--- config.mk ---
export PLATFORM = sky130hd
export DESIGN_NAME = reg_file_flat
export DESIGN_NICKNAME = d
export VERILOG_FILES = /design/src/rtl/cpu_pkg.sv /design/src/rtl/reg_file_if.sv /design/src/rtl/reg_file.sv /design/src/flat_wrapper.sv
export SDC_FILE = /design/constraint.sdc
export NUM_CORES = 1
export LEC_CHECK = 0
export BUFFER_PORTS_ARGS = -buffer_cell sky130_fd_sc_hd__buf_2
export CORE_MARGIN = 3
export CORE_UTILIZATION = 55
export CTS_CLUSTER_SIZE = 10
export DETAILED_ROUTE_END_ITERATION = 6
export GPL_ROUTABILITY_DRIVEN = 0
export PLACE_DENSITY = 0.76
export SLEW_MARGIN = 0
export SYNTH_ARGS = -nofsm -noshare
export SYNTH_HDL_FRONTEND = slang
export SYNTH_SLANG_ARGS = --single-unit
--- constraint.sdc ---
create_clock -name Clk -period 1.6 [get_ports Clk]
set_input_delay 0.16 -clock Clk [delete_from_list [all_inputs] [get_ports Clk]]
set_output_delay 0.16 -clock Clk [all_outputs]
set_load 0.05 [all_outputs]
--- src/rtl/cpu_pkg.sv ---
// Shared CPU datapath constants and types, imported by the register file,
// ALU and decoder so operand and address widths stay consistent.
package cpu_pkg;

  localparam int W        = 8;
  localparam int D        = 4;
  localparam int FLAG_REG = 12;

  typedef logic [D-1:0] reg_addr_t;
  typedef logic [W-1:0] data_t;

endpackage : cpu_pkg

--- src/rtl/reg_file_if.sv ---
// Register file bus: two ALU operand read ports, general and flag write ports,
// and a debug read port. The master drives addresses and write data.
interface reg_file_if #(
  parameter int W = cpu_pkg::W,
  parameter int D = cpu_pkg::D
);

  logic [D-1:0] RaddrA;
  logic [D-1:0] RaddrB;
  logic [W-1:0] DataOutA;
  logic [W-1:0] DataOutB;
  logic         WriteEn;
  logic [D-1:0] Waddr;
  logic [W-1:0] DataIn;
  logic         FlagWriteEn;
  logic         FlagIn;
  logic [D-1:0] DbgAddr;
  logic [W-1:0] DbgData;

  modport master (
    output RaddrA, RaddrB, WriteEn, Waddr, DataIn, FlagWriteEn, FlagIn, DbgAddr,
    input  DataOutA, DataOutB, DbgData
  );

  modport slave (
    input  RaddrA, RaddrB, WriteEn, Waddr, DataIn, FlagWriteEn, FlagIn, DbgAddr,
    output DataOutA, DataOutB, DbgData
  );

endinterface : reg_file_if

--- src/rtl/reg_file.sv ---
// 2**D x W architectural register file: three combinational read ports, one
// general write port and a flag write port that targets FLAG_REG.
module reg_file #(
  parameter int W        = cpu_pkg::W,
  parameter int D        = cpu_pkg::D,
  parameter int FLAG_REG = cpu_pkg::FLAG_REG,
  parameter int ZERO_R0  = 0
) (
  input  logic       Clk,
  input  logic       Reset,
  reg_file_if.slave  bus
);

  localparam int           DEPTH     = 2**D;
  localparam logic [D-1:0] FLAG_ADDR = D'(FLAG_REG);
  localparam bit           R0_FIXED  = (ZERO_R0 != 0);

  logic [W-1:0] regs [DEPTH];

  logic gen_wr;
  logic flag_wr;

  // The flag port owns FLAG_REG in a collision; a hardwired r0 swallows
  // writes from either port.
  always_comb begin
    gen_wr  = bus.WriteEn
              && !(R0_FIXED && bus.Waddr == '0)
              && !(bus.FlagWriteEn && bus.Waddr == FLAG_ADDR);
    flag_wr = bus.FlagWriteEn && !(R0_FIXED && FLAG_ADDR == '0);
  end

  // NOTE: the whole array is reset here, unlike a RAM macro; the ALU may read
  // any register before it is written, and it must see 0 rather than X.
  always_ff @(posedge Clk or negedge Reset) begin
    if (!Reset) begin
      regs <= '{default: '0};
    end else begin
      // NOTE: non-blocking assignments, so reads in this cycle see old state.
      if (gen_wr)  regs[bus.Waddr] <= bus.DataIn;
      if (flag_wr) regs[FLAG_ADDR] <= {{(W-1){1'b0}}, bus.FlagIn};
    end
  end

  // No write bypass: the ALU loops combinationally back to DataIn.
  function automatic logic [W-1:0] rd(input logic [D-1:0] addr);
    if (R0_FIXED && addr == '0) return '0;
    return regs[addr];
  endfunction

  always_comb begin
    bus.DataOutA = rd(bus.RaddrA);
    bus.DataOutB = rd(bus.RaddrB);
    bus.DbgData  = rd(bus.DbgAddr);
  end

endmodule : reg_file

--- src/flat_wrapper.sv ---
// flat-port wrapper written by rule: the top's interface ports become plain ports
module reg_file_flat 
#(
  parameter int W        = cpu_pkg::W,
  parameter int D        = cpu_pkg::D,
  parameter int FLAG_REG = cpu_pkg::FLAG_REG,
  parameter int ZERO_R0  = 0
)
  (Clk, Reset, bus_RaddrA, bus_RaddrB, bus_WriteEn, bus_Waddr, bus_DataIn, bus_FlagWriteEn, bus_FlagIn, bus_DbgAddr, bus_DataOutA, bus_DataOutB, bus_DbgData);
  reg_file_if #(.W(W), .D(D)) bus_i ();
  input  logic Clk;
  input  logic Reset;
  input wire logic [$bits(bus_i.RaddrA)-1:0] bus_RaddrA;
  input wire logic [$bits(bus_i.RaddrB)-1:0] bus_RaddrB;
  input wire logic [$bits(bus_i.WriteEn)-1:0] bus_WriteEn;
  input wire logic [$bits(bus_i.Waddr)-1:0] bus_Waddr;
  input wire logic [$bits(bus_i.DataIn)-1:0] bus_DataIn;
  input wire logic [$bits(bus_i.FlagWriteEn)-1:0] bus_FlagWriteEn;
  input wire logic [$bits(bus_i.FlagIn)-1:0] bus_FlagIn;
  input wire logic [$bits(bus_i.DbgAddr)-1:0] bus_DbgAddr;
  output wire logic [$bits(bus_i.DataOutA)-1:0] bus_DataOutA;
  output wire logic [$bits(bus_i.DataOutB)-1:0] bus_DataOutB;
  output wire logic [$bits(bus_i.DbgData)-1:0] bus_DbgData;
  assign bus_i.RaddrA = bus_RaddrA;
  assign bus_i.RaddrB = bus_RaddrB;
  assign bus_i.WriteEn = bus_WriteEn;
  assign bus_i.Waddr = bus_Waddr;
  assign bus_i.DataIn = bus_DataIn;
  assign bus_i.FlagWriteEn = bus_FlagWriteEn;
  assign bus_i.FlagIn = bus_FlagIn;
  assign bus_i.DbgAddr = bus_DbgAddr;
  assign bus_DataOutA = bus_i.DataOutA;
  assign bus_DataOutB = bus_i.DataOutB;
  assign bus_DbgData = bus_i.DbgData;
  reg_file #(.W(W), .D(D), .FLAG_REG(FLAG_REG), .ZERO_R0(ZERO_R0)) u_core (.Clk(Clk), .Reset(Reset), .bus(bus_i));
endmodule
## Yosys cells after proc, flatten, opt, wreduce, memory -nomap -nowiden

Index checks and enable logic that the tools add are counted.
Widths: inputs -> output; s select.

| word-level totals | value |
|---|---|
| register bits | 128 |
| input port bits | 29 |
| output and inout bits | 24 |
| word-level logic and storage cells | 45 |

| cells by class | value |
|---|---|
| $lt $le $gt $ge | 5 |
| equality and inequality tests | 1 |
| muxes and demuxes | 14 |
| bitwise operators | 4 |
| reductions and logical operators | 5 |

Operators by type and width:

| operator | count |
|---|---|
| $bwmux 128 | 1 |
| $bmux 8 s4 | 3 |
| $mux 8 | 8 |
| $demux 8 s4 | 1 |
| $mux 32 | 1 |
| $ge 5x5->1 const B | 4 |
| $not 4->5 | 4 |
| $lt 5x1->1 const B | 1 |
| $eq 4x4->1 const B | 1 |
| $logic_and 1x1->1 | 3 |
| $reduce_bool 2->1 | 1 |
| $logic_not 1->1 | 1 |

## Depth between registers and ports, before layout

Gate-level depths: netlist of the first run.

| logic depth | value |
|---|---|
| depth in word-level cells | 8 |
| depth in mapped cells | 5 |
| mapped depth without buffers | 3 |

## Worst setup path after synthesis of the first run

Ideal clock, no wire load.

| timing | value |
|---|---|
| kind | input-to-output |
| from | input port bus_RaddrA[0] |
| to | output port bus_DataOutA[1] |
| arrival | 1694 ps |
| data required time | 1440 ps |
| setup slack | -254 ps |
| cell stages on the path | 5 |
| buffers on the path | 2 |
| cell sequence | clkbuf_1 buf_2 mux4_2 a22oi_1 nand2_1 |

| between the ends | value |
|---|---|
| cells in the longest elaborated chain, start to end | 4 |

Ends and longest elaborated chain:

| item | RTL line | text |
|---|---|---|
| from (decl) | flat_wrapper.sv:13 | `input wire logic [$bits(bus_i.RaddrA)-1:0] bus_RaddrA;` |
| $not 4->5 (not written as such) | reg_file.sv:47 | `return regs[addr];` |
| $bmux 8 s4 | reg_file.sv:47 |  |
| $mux 8 (not written as such) (2 in series) | reg_file.sv:47 |  |
| to (decl) | flat_wrapper.sv:21 | `output wire logic [$bits(bus_i.DataOutA)-1:0] bus_DataOutA;` |

Every way passes these cells. The select of a mux whose other input is x is not followed.

## Worst setup path in the final report of the first run

| timing | value |
|---|---|
| from | register u_core.regs[35] (netlist name) |
| to | output port bus_DataOutA[3] |

| between the ends | value |
|---|---|
| cells in the longest elaborated chain, start to end | 3 |

Ends and longest elaborated chain:

| item | RTL line | text |
|---|---|---|
| from (decl) | reg_file.sv:18 | `logic [W-1:0] regs [DEPTH];` |
| from (signal, indexed assignment) | reg_file.sv:39 | `if (gen_wr) regs[bus.Waddr] <= bus.DataIn;` |
| from (signal, indexed assignment) | reg_file.sv:40 | `if (flag_wr) regs[FLAG_ADDR] <= {{(W-1){1'b0}}, bus.FlagIn};` |
| $bmux 8 s4 | reg_file.sv:47 |  |
| $mux 8 (not written as such) (2 in series) | reg_file.sv:47 |  |

Every way passes these cells. The select of a mux whose other input is x is not followed.

==> impl_metrics.ini, run 1 <==
[route]
post_drt_wl_per_cell_um = 28.49
vias_after_detailed_routing = 5739
via_per_inst = 7.138
firstDrtPassIters = 7
detailedRoute.firstIterationViolations = 864
drtAntennaViolNets = 0
drc = 0
routed_wl_um = 22900

[pwr]
power.total_uw = 12510
p_sw_uw = 4086
vdd_ir_drop_max_v = 0.0008415
power_density_nw_per_um2 = 1288
combPwrFrac = 0.321
sw_frac_of_total = 0.3267
power.sequential.fraction = 0.378
clock_power_share = 0.300
p_int_uw = 8421
p_leak_uw = 0.003964

[worst_setup_path]
timing.critical_path.required_ps = 1440
worst_r2r_startpoint = u_core.regs[33]$_DFFE_PN0P_
critical_path_launch_point_type = flop
reg2reg_to = u_core.regs[33]$_DFFE_PN0P_
worst-r2r-setup-slack_ps = 640
timing.setup.critical_path_class = flop to output pin
worstRegToRegCells = 2
worstPathArrival_ps = 1860
worstSetupEndpoint = bus_DataOutA[3]
critical_path.endpoint_type = output pin
first_element_of_the_critical_path = u_core.regs[35]$_DFFE_PN0P_
cp_max_fo = 4

[final_layout]
layout-area-overhead-vs-synth_pct = 25.62
layout-drive-gt1-share = 0.6906
reg_top3 = u_core.regs (128)
largest_register_ff_count = 128
top_register = u_core.regs
nets = 643

[clocking]
h-tree-depth = 4
cts_buffer_depth = 2
cts_made_buffers = 17
cts.sink_count = 128
path_clk_slew_ps = 60
tritoncts = built
insertion_delay_of_the_later_clocked_pin_in_the_worst_skew_pair_ps = 420
clockRootBuffer = sky130_fd_sc_hd__clkbuf_16

[floorplan]
pin_count = 53
die-area_um2 = 15510
core_um2 = 13510
horiz_die_dim_um = 124.6
std_cell_rows = 42
initial_core_util = 0.5724
dieHeight_um = 124.6

[timing]
worst-slew-pin-transition_ps = 1205
relSlewSlack = 0.1950
grt_setup_unrepaired = true
final.hold.worst_slack_ps = 14.41
setup_total_negative_slack_ps = -8670
final_critical_path_setup_slack_ps = -417.6
final-hold-violation-count = 0
final_min_period_over_clock_period = 1.261
period_minus_slack_ps = 2018
max_fclk_mhz = 495.7
final_max_slew_viol_count = 0
setup-violations-final = 24
setup_clock_skew_after_layout_ps = 0

[place]
detailed_place_hpwl_um = 15760
placement.io_buffers = 52
pre_cts_slack_ps = -266.9

[global_routing]
first_global_vias = 6178
wire_length_of_the_first_global_routing_pass_um = 36270
grt_antenna_before_repair = 1
gr-total-overflow = 0
grt_start_max_net_pins = 42
track_usage = 0.3071

[min_path]
hold_path_class = input port to flop

[status]
status = complete, but fails checks
failed_checks = setup timing

[synth]
yosys_warnings = 0
ys_ff_latch = 128
synth.lib_cells_used.distinct = 25
syn-mean-instance-area_um2 = 14.70
synthesis.nets = 555
synthCells = 526
synth_cell_area_um2 = 7730
synth_sequential_area_ratio = 0.4144

[run]
max-cap-violations = 0
-- worst min-delay path by stage --
stage,depth (start not counted),start,end
3_5_place_dp,1,Reset,u_core.regs[116]$_DFFE_PN0P_
3_3_place_gp,1,Reset,u_core.regs[116]$_DFFE_PN0P_
2_1_floorplan,0,Reset,u_core.regs[0]$_DFFE_PN0P_
5_1_grt,2,bus_FlagWriteEn,u_core.regs[31]$_DFFE_PN0P_
6_report,2,bus_FlagWriteEn,u_core.regs[27]$_DFFE_PN0P_
4_1_cts,2,bus_FlagWriteEn,u_core.regs[27]$_DFFE_PN0P_
-- critical path, cell delays in order, from the launching register on --
cell,delay (ps)
sky130_fd_sc_hd__dfrtp_1,400
sky130_fd_sc_hd__mux4_2,500
sky130_fd_sc_hd__a22oi_2,270
sky130_fd_sc_hd__nand2_2,100
sky130_fd_sc_hd__buf_6,160
-- layer usage --
layer | up-vias | part of all wire | GRT usage | wire (um)
li1 | 2282 | - | - | -
met1 | 2980 | 0.36 | 0.3951 | 8342
met2 | 401 | 0.50 | 0.4816 | 11460
met3 | 76 | 0.092 | 0.08705 | 2109
met4 | 0 | 0.043 | 0.1534 | 990
met5 | - | 0 | 0 | 0
-- synth_stat cells --
| library cell | number | area (um2) |
|---|---|---|
| sky130_fd_sc_hd__nor2b_1 | 6 | 37.54 |
| sky130_fd_sc_hd__mux4_2 | 96 | 2162 |
| sky130_fd_sc_hd__o21ai_0 | 8 | 40.04 |
| sky130_fd_sc_hd__nand2_1 | 25 | 93.84 |
| sky130_fd_sc_hd__inv_1 | 1 | 3.750 |
| sky130_fd_sc_hd__nor2_1 | 13 | 48.80 |
| sky130_fd_sc_hd__buf_1 | 8 | 30.03 |
| sky130_fd_sc_hd__dfrtp_1 | 128 | 3203 |
| sky130_fd_sc_hd__a22oi_1 | 48 | 360.4 |
| sky130_fd_sc_hd__nand2b_1 | 3 | 18.77 |
| sky130_fd_sc_hd__and2_1 | 3 | 18.77 |
| sky130_fd_sc_hd__nand3_1 | 9 | 45.04 |
| sky130_fd_sc_hd__or3b_1 | 1 | 8.760 |
| sky130_fd_sc_hd__a31oi_1 | 1 | 6.260 |
| sky130_fd_sc_hd__mux2_2 | 112 | 1261 |
| sky130_fd_sc_hd__and2_0 | 1 | 6.260 |
| sky130_fd_sc_hd__or3_1 | 4 | 25.02 |
| sky130_fd_sc_hd__or2_1 | 1 | 6.260 |
| sky130_fd_sc_hd__nand3b_1 | 2 | 15.01 |
| sky130_fd_sc_hd__mux2_4 | 8 | 120.1 |
| sky130_fd_sc_hd__clkbuf_1 | 28 | 105.1 |
| sky130_fd_sc_hd__buf_6 | 1 | 11.26 |
| sky130_fd_sc_hd__a21oi_1 | 7 | 35.03 |
| sky130_fd_sc_hd__buf_2 | 11 | 55.05 |
| sky130_fd_sc_hd__nor3b_2 | 1 | 12.51 |
-- timing repair --
action | 4_1_cts | 5_1_grt
hold buffers | 2 | 0
pin swaps | 32 | 4
setup endpoints to repair | 24 | 24
hold endpoints to repair | 29 | 0
buffers inserted | 3 | 1
resized for setup | 88 | 7
-- cell type report --
| class | instances | area, um2 |
|---|---|---|
| Antenna cell | 1 | 2.502 |
| Clock buffer | 18 | 429.2 |
| Clock inverter | 14 | 142.6 |
| Fill cell | 816 | 3795 |
| Inverter | 1 | 3.754 |
| Multi-Input combinational cell | 349 | 4612 |
| Sequential cell | 128 | 3203 |
| Tap cell | 176 | 220.2 |
| Timing Repair Buffer | 117 | 1097 |
-- placed cells by master, fill, tap and decap left out, types with 8 or more instances in the layout --
master,n
sky130_fd_sc_hd__mux2_2,112
sky130_fd_sc_hd__buf_4,49
sky130_fd_sc_hd__clkbuf_16,17
sky130_fd_sc_hd__o21ai_0,8
sky130_fd_sc_hd__nand3_1,9
sky130_fd_sc_hd__mux2_4,8
sky130_fd_sc_hd__a22oi_2,46
sky130_fd_sc_hd__nand2_2,24
sky130_fd_sc_hd__dfrtp_1,128
sky130_fd_sc_hd__mux4_2,96
sky130_fd_sc_hd__nor2_1,13
sky130_fd_sc_hd__buf_2,27
sky130_fd_sc_hd__buf_6,23
sky130_fd_sc_hd__buf_12,15
-- metrics by stage --
step	area [um2]	utilization	instances
floorplan	7850	-	526
detailed placement	8702	0.6443	765
CTS	9668	0.7159	802
global placement	8702	0.6443	765
finish	9711	0.7190	804
global route	9711	0.7190	804
-- kinds of logic (layout without fill, tap and decap cells) --
kind of cell / after synthesis / count (layout) / share of synthesized area
and+or+nand+nor: 69 / 69 / 0.04354
buffers and inverters: 49 / 150 / 0.02654
AOI/OAI and AO/OA: 64 / 64 / 0.05714
DFF: 128 / 128 / 0.4144
other: 0 / 1 / 0
muxes: 216 / 216 / 0.4584
-- power by group through the flow --
stage	sequential (uW)	clock, uW	combinational, uW
finish	4730	3750	4020
global route	4800	3970	4220
CTS	4670	3790	3940
detailed placement	4710	0	3490
global placement	4590	0	3420
floorplan	4430	0	2730
Power figures use the tool's default switching activity.
==> run 2: changes to the inputs <==
--- a/config.mk
+++ b/config.mk
@@ -11,6 +11,7 @@
 export CTS_CLUSTER_SIZE = 10
 export DETAILED_ROUTE_END_ITERATION = 6
 export GPL_ROUTABILITY_DRIVEN = 0
+export MAX_ROUTING_LAYER = met4
 export PLACE_DENSITY = 0.76
 export SLEW_MARGIN = 0
 export SYNTH_ARGS = -nofsm -noshare
==> run 2 against run 1 <==
The flow still finishes with violations (setup timing). Worst setup slack gained 11 ps. First-iteration DRC count shrank 9.1%. Via count grew 0.59%. Maximum frequency grew 0.54%. Wire length grew 0.14%. Sequential share of layout area is essentially flat. Clock power is essentially flat. Clock skew is the same. Global-route usage grew 0.88 points. Largest power group unchanged.
==> impl_metrics.ini, run 2 (same netlist as run 1, synthesis figures left out) <==
[route]
route.met3.wl_um = 2129
via_per_inst = 7.180
dr_wl_met2_um = 11410
routed_wl_um = 22940
detailedRoute.firstIterationViolations = 785
drc = 0
post_drt_wl_per_cell_um = 28.53
maxUsedRoutingLayer = met4
drtAntennaViolNets = 0
firstDrtPassIters = 5
vias_after_detailed_routing = 5773
m1WireLength_um = 8397

[floorplan]
pin_count = 53
core_um2 = 13510
initial_core_util = 0.5724
horiz_die_dim_um = 124.6
dieHeight_um = 124.6
std_cell_rows = 42
die-area_um2 = 15510

[timing]
final-hold-violation-count = 0
max_fclk_mhz = 498.3
final_min_period_over_clock_period = 1.254
final_max_slew_viol_count = 0
relSlewSlack = 0.1835
worst-slew-pin-transition_ps = 1222
setup_total_negative_slack_ps = -8657
period_minus_slack_ps = 2007
setup-violations-final = 24
setup_clock_skew_after_layout_ps = 0
grt_setup_unrepaired = true
final_critical_path_setup_slack_ps = -406.6

[final_layout]
mostFrequentLayoutCell = sky130_fd_sc_hd__dfrtp_1
top_register = u_core.regs
fill_cells = 815
largest_register_ff_count = 128
layout-drive-gt1-share = 0.6906
layout-area-overhead-vs-synth_pct = 25.57
layout_common_cells = 128 x sky130_fd_sc_hd__dfrtp_1, 112 x sky130_fd_sc_hd__mux2_2, 96 x sky130_fd_sc_hd__mux4_2
finalNonFillerCells = 804
reg_top3 = u_core.regs (128)
nets = 643

[worst_setup_path]
crit_path_max_incr_delay_ps = 500
reg2reg_to = u_core.regs[36]$_DFFE_PN0P_
worst-r2r-setup-slack_ps = 550
crit_cells = 4
first_element_of_the_critical_path = u_core.regs[35]$_DFFE_PN0P_
worstPathArrival_ps = 1850
worstRegToRegCells = 3
timing.critical_path.required_ps = 1440
critical_path.endpoint_type = output pin
cp_max_fo = 4
critical_path.top_delay_family = multiplexers
worstPathBufferInverterCount = 1
worstSetupEndpoint = bus_DataOutA[3]
critical_path.cell_chain = mux4_2, a22oi_2, nand2_2, buf_6
worst_r2r_startpoint = u_core.regs[36]$_DFFE_PN0P_
critical_path_launch_point_type = flop
crit_path_top_delay_cell = sky130_fd_sc_hd__mux4_2
timing.setup.critical_path_class = flop to output pin

[clocking]
tritoncts = built
clockRootBuffer = sky130_fd_sc_hd__clkbuf_16
cts_made_buffers = 17
h-tree-depth = 4
insertion_delay_of_the_later_clocked_pin_in_the_worst_skew_pair_ps = 420
cts_buffer_depth = 2
cts.sink_count = 128
path_clk_slew_ps = 60

[global_routing]
gr-total-overflow = 0
first_global_vias = 6182
track_usage = 0.3159
grt_antenna_before_repair = 1
grt_start_max_net_pins = 42
wire_length_of_the_first_global_routing_pass_um = 36320

[pwr]
vdd_ir_drop_max_v = 0.0008330
power_density_nw_per_um2 = 1288
p_leak_uw = 0.003962
power.total_uw = 12500

[min_path]
hold_path_class = input port to flop

[status]
status = complete, but fails checks
failed_checks = setup timing

[place]
detailed_place_hpwl_um = 15760
pre_cts_slack_ps = -266.9
placement.io_buffers = 52
place.detailed.instances = 765

[run]
max-cap-violations = 0
## run 2: worst register-to-register path: cells and delay by family, from the launching register on
family / cells / cell delay, ps
buffers and inverters: 2 / 270
flip-flops: 1 / 410
multiplexers: 1 / 250
## run 2: repair_timing
action / CTS / global route
hold endpoints to repair: 29 / 0
hold buffers: 2 / 0
buffers inserted: 3 / 1
resized for setup: 88 / 6
pin swaps: 32 / 3
cloned: 0 / 0
endpoints found under the setup margin: 24 / 24
## run 2: cell type report
type	instances	area, um2	share of cell area
Antenna cell	1	2.502	0.0002578
Multi-Input combinational cell	349	4612	0.4751
Timing Repair Buffer	117	1094	0.1127
Sequential cell	128	3203	0.3300
Tap cell	176	220.2	0.02269
Inverter	1	3.754	0.0003867
Clock inverter	14	142.6	0.01469
Clock buffer	18	429.2	0.04421
## run 2: routing by layer
layer  GRT usage  up-vias
met5           -        -
met4      0.1522        0
met3     0.09220       84
met2      0.4803      405
met1      0.3927     3012
li1            -     2272
## run 2: through the flow
step | utilization | instance area (um2) | hold WS [ps]
after floorplan | - | 7850 | -135.6
after global placement | 0.6443 | 8702 | 149.2
after detailed placement | 0.6443 | 8702 | 156.9
after CTS | 0.7159 | 9668 | 2.071
after global routing | 0.7187 | 9707 | 18.02
final | 0.7187 | 9707 | 12.53
## run 2: worst min-delay path by stage
stage / startpoint / end / slack (ps) / cells past startpoint
floorplan: Reset / u_core.regs[0]$_DFFE_PN0P_ / -140 / 0
global placement: Reset / u_core.regs[116]$_DFFE_PN0P_ / 150 / 1
detailed placement: Reset / u_core.regs[116]$_DFFE_PN0P_ / 160 / 1
CTS: bus_FlagWriteEn / u_core.regs[27]$_DFFE_PN0P_ / 2 / 2
global route: bus_FlagWriteEn / u_core.regs[31]$_DFFE_PN0P_ / 20 / 2
finish: bus_FlagWriteEn / u_core.regs[27]$_DFFE_PN0P_ / 10 / 2
## run 2: power by group
part           internal, uW  switching, uW  total (uW)
sequential             3960            783        4740
combinational          2180           1830        4020
clock                  2280           1470        3750
total                  8420           4080       12500
